File: src/rtl/fnd_scan_controller.sv
// Time-multiplexed 4-digit FND scan controller: per-digit slot with a blanking gap,
// leading-zero suppression and frame-aligned update of the displayed value.
module fnd_scan_controller #(
    parameter int CLK_DIV   = 100000,
    parameter int BLANK_CYC = 1000
) (
    input  logic        i_clk,
    input  logic        i_reset_n,
    input  logic        i_en,
    input  logic        i_load,
    input  logic [15:0] i_value,
    input  logic [3:0]  i_dp,
    input  logic        i_blank_lz,
    output logic [1:0]  o_digitSelect,
    output logic        o_en,
    output logic [3:0]  o_value,
    output logic        o_dp,
    output logic        o_pending
);

    localparam int CNT_W = $clog2(CLK_DIV);
    localparam logic [CNT_W-1:0] CNT_LAST = CNT_W'(CLK_DIV - 1);

    localparam logic [1:0] ST_IDLE  = 2'd0;
    localparam logic [1:0] ST_BLANK = 2'd1;
    localparam logic [1:0] ST_SHOW  = 2'd2;

    logic [1:0]       state, state_next;
    logic [CNT_W-1:0] cnt, cnt_next;
    logic [1:0]       idx, idx_next;
    logic [15:0]      shadow_val, disp_val;
    logic [3:0]       shadow_dp, disp_dp;
    logic             pending;
    logic             slot_end, frame_end, copy;
    logic [3:0]       lz_blank;
    logic [1:0]       sel;
    logic             en_next;

    assign slot_end  = (state != ST_IDLE) && (cnt == CNT_LAST);
    assign frame_end = slot_end && (idx == 2'd3);
    // A pending value is taken at the 3->0 boundary, or at once while idle.
    assign copy      = pending && ((state == ST_IDLE) || (i_en && frame_end));

    // NOTE: every combinational output gets a default first, so no path can infer a latch.
    always_comb begin
        cnt_next   = '0;
        idx_next   = 2'd0;
        state_next = ST_IDLE;
        if (i_en) begin
            if (state != ST_IDLE) begin
                cnt_next = slot_end ? '0 : cnt + 1'b1;
                idx_next = slot_end ? idx + 2'd1 : idx;
            end
            // The state follows from the slot position, which also covers BLANK_CYC = 0.
            state_next = (int'(cnt_next) < BLANK_CYC) ? ST_BLANK : ST_SHOW;
        end
    end

    // Digit k is suppressed only when it and every higher digit are zero.
    always_comb begin
        lz_blank    = 4'b0000;
        lz_blank[3] = i_blank_lz && (disp_val[15:12] == 4'd0);
        lz_blank[2] = lz_blank[3] && (disp_val[11:8] == 4'd0);
        lz_blank[1] = lz_blank[2] && (disp_val[7:4] == 4'd0);
    end

    assign sel     = i_en ? idx : 2'd0;
    assign en_next = i_en && (state == ST_SHOW) && !lz_blank[idx];

    // NOTE: sequential state is written with non-blocking assignments only.
    always_ff @(posedge i_clk or negedge i_reset_n) begin
        if (!i_reset_n) begin
            state         <= ST_IDLE;
            cnt           <= '0;
            idx           <= 2'd0;
            shadow_val    <= 16'h0000;
            shadow_dp     <= 4'h0;
            disp_val      <= 16'h0000;
            disp_dp       <= 4'h0;
            pending       <= 1'b0;
            o_digitSelect <= 2'd0;
            o_en          <= 1'b0;
            o_value       <= 4'd0;
            o_dp          <= 1'b0;
        end else begin
            state <= state_next;
            cnt   <= cnt_next;
            idx   <= idx_next;

            if (i_load) begin
                shadow_val <= i_value;
                shadow_dp  <= i_dp;
            end
            if (copy) begin
                disp_val <= shadow_val;
                disp_dp  <= shadow_dp;
            end
            // A load coinciding with the copy keeps the flag set for the new value.
            pending <= i_load || (pending && !copy);

            o_digitSelect <= sel;
            o_en          <= en_next;
            o_value       <= disp_val[{sel, 2'b00} +: 4];
            o_dp          <= disp_dp[sel];
        end
    end

    assign o_pending = pending;

endmodule

File: config.mk
export PLATFORM = sky130hd
export DESIGN_NAME = fnd_scan_controller
export DESIGN_NICKNAME = d
export VERILOG_FILES = /design/src/rtl/fnd_scan_controller.sv
export SDC_FILE = /design/constraint.sdc
export NUM_CORES = 1
export LEC_CHECK = 0
export BUFFER_PORTS_ARGS = -buffer_cell sky130_fd_sc_hd__buf_2
export CAP_MARGIN = 30
export CORE_MARGIN = 5
export CORE_UTILIZATION = 50
export CTS_CLUSTER_SIZE = 28
export DETAILED_ROUTE_END_ITERATION = 16
export GPL_ROUTABILITY_DRIVEN = 1
export PLACE_DENSITY = 0.69
export SLEW_MARGIN = 15
export SYNTH_ARGS = -nofsm -noshare
export SYNTH_HDL_FRONTEND = slang
export SYNTH_SLANG_ARGS = --single-unit
File: constraint.sdc
create_clock -name i_clk -period 3.8 [get_ports i_clk]
set_input_delay 0.76 -clock i_clk [delete_from_list [all_inputs] [get_ports i_clk]]
set_output_delay 0.76 -clock i_clk [all_outputs]
set_load 0.01 [all_outputs]
==> out/qor.yml <==
clock_tree:
  cts_max_level: 3
  postCtsSetupBuffers: 0
  cts_tree: "yes"
  cts.sinks: 70
  clk-insertion-delay-late_ns: 0.34
  clockBufferDepth: 2
  clk_pin_slew_ns: 0.08
  cts_hold_buf: 0
  post_cts_resized: 0
  numCtsBuffers: 9
  cts-root-buf: "clkbuf_8"
timing:
  slew_violations: 0
  clock_skew_ns: 0.0129
  max_freq_ghz: 0.344
  setup_viol: 0
  slew_headroom_pct: 53.0
  hold_viol: 0
  worstMarginPinSlew_ns: 0.699
  finalCriticalPeriod_ns: 2.91
  finalCritPeriodShare_pct: 76.5
  rsz0062_at_grt: "no"
  holdWs_ns: 0.378
  finalSetupTns_ns: 0
layout:
  final_core_util_pct: 57.7
  layout.nets: 326
  synthToLayoutAreaGrowth_pct: 12.5
  final_common_cell: "dfrtp_1"
  insertedDiodeCount: 0
  fin_cells: 381
  layout_common_cells: "dfrtp_1, buf_2, nor2_1"
  drive_above_1_share_pct: 31.3
floorplanning:
  die_height_microns: 90.7
  rows: 29
  initial_core_util_pct: 51.3
  die_area_sq_um: 8230
  die_w_microns: 90.7
  core_area_sq_um: 6350
  ios: 34
logic_synthesis:
  synthSimpleGateAreaFrac_pct: 13.2
  synth_adder_area_share_pct: 0.768
  synthMuxAreaShare_pct: 18.3
  synth-compound-area-share_pct: 6.49
  synthFlopType: "dfrtp_1"
  synth_top_family_by_area: "multiplexers"
  syn_nets: 293
  seq_area_frac_synth_pct: 53.8
  synth.distinct_cells: 39
  synth_edf_count: 0
  avgSynthCellArea_sq_um: 12.2
  async_reset_ff_share_pct: 100
  syn_area_sq_um: 3260
  yosys_register_bits: 70
  synthXorXnorAreaFrac_pct: 4.30
  postSynthCellCount: 266
  ys_warn_count: 0
placement:
  place_inst: 364
  gp_congestion: 0.830
  dp_hpwl_mm: 4.03
  portBuffers: 33
setup_path:
  crit_required_ns: 4.02
  start_kind: "flip-flop"
  cp-end-kind: "flip-flop"
  critPathMaxFanout: 20
  worstSetupPathType: "flip-flop to flip-flop"
  cp-startpoint: "cnt[0]"
  reg2reg_from: "cnt[0]"
  crit_arrival_ns: 3.12
detailed_routing:
  viasPerCell: 5.45
  vias: 2076
  wl_per_cell_microns: 15.0
  wl_mm: 5.70
  dr_wl_met2_mm: 2.58
  drt_pass1_iterations: 4
  first_iter_violations: 149
  dr_wl_met3_microns: 338
  drt_drc_violations_left: 0
  ant_nets: 0
  highest_layer: "met4"
  met1_length_mm: 2.71
min_path:
  holdCritPathClass: "input port to asynchronous set/reset pin"
power:
  leakage_nw: 1.68
  p_total_mw: 1.60
  ir_worst_vdd_v: 0.000321
  powerDensity_nw_per_um2: 436
global_route:
  grt_overflow: 0
  grt_pass1_wl_mm: 9.87
  grt_start_max_net_pins: 41
  grt_pass1_vias: 1999
  antenna_found_initial: 0
  grtUsageTotal_pct: 14.7
outcome:
  status: "finished clean"
flow_run:
  cap_violations: 0
## state kept, by name, summed over array words and instances (netlist names)
| signal | cells |
|---|---|
| state | 2 |
| o_value | 4 |
| disp_dp | 4 |
| idx | 2 |
| o_dp | 1 |
| o_en | 1 |
| disp_val | 16 |
| cnt | 17 |
| shadow_val | 16 |
| shadow_dp | 4 |
| o_pending | 1 |
| o_digitSelect | 2 |
## per-stage QoR
stage	cell area [sq um]	setup slack, ns
3_5_place_dp	3450	0.902
5_1_grt	3660	0.765
2_1_floorplan	3260	1.44
4_1_cts	3640	0.892
3_3_place_gp	3450	1.01
6_report	3660	0.892
## critical path, stage by stage, from the launching register on
cell and delay, ns:
dfrtp_1 0.41, ha_1 0.27, and4_1 0.31, nand2_1 0.12
or4_1 0.63, o22ai_4 0.19, nand2_2 0.42, mux2_4 0.45
## path summary, 6_finish.rpt
path | endpoint | slack (ns) | cells after the start
hold / removal | cnt[4] | 0.38 | 1
max in group asynchronous | disp_val[10] | 2.66 | 3
hold reg to reg | disp_val[14] | 0.51 | 1
min in group i_clk | disp_val[14] | 0.51 | 1
setup reg to reg | disp_val[5] | 0.89 | 7
setup / recovery | disp_val[5] | 0.89 | 7
## report_power, final
group / internal, mW / leakage (nW) / switching [mW]
clock network: 0.258 / 0.0889 / 0.286
logic: 0.117 / 0.719 / 0.0679
registers: 0.821 / 0.870 / 0.0485
## cells in the mapped netlist, drive strengths merged (2+ instances only)
library cell	count	area [sq um]
xor2	5	43.8
or2b	2	15.0
nand4	6	37.5
inv	6	22.5
clkbuf	7	26.3
nor4	5	31.3
a211oi	7	52.6
nand3	5	25.0
nor3	2	10.0
and3	2	12.5
or4	3	22.5
nor2b	6	37.5
o31ai	3	22.5
o211a	2	20.0
dfrtp	70	1750
xnor2	11	96.3
mux2i	7	70.1
o21ai	2	10.0
ha	2	25.0
mux2	40	526
nand2	16	62.6
and4	4	35.0
nor2	26	97.6
buf	7	53.8
a21oi	9	45.0
## logic make-up (layout without fill, tap and decap cells)
kind of cell    after synthesis  in the layout
flops                        70             70
simple gates                 82             82
mux                          47             47
xor+xnor                     16             16
buf+inv                      20             58
fa+ha+maj                     2              2
compound gates               29             29
## cell type report
cell class                 count  area [sq um]
multi-input combinational    176          1400
timing repair buffer          36           208
inverter                       6          22.5
tap                           77          96.3
sequential                    70          1750
fill                         531          2690
clock inverter                 6          46.3
clock buffer                  10           138
## routing by layer
metal	vias up	global-route usage, %
li1	1014	-
met1	1001	20.8
met2	55	21.4
met3	6	3.67
met4	0	6.33
met5	-	0
Power figures use the tool's default switching activity.
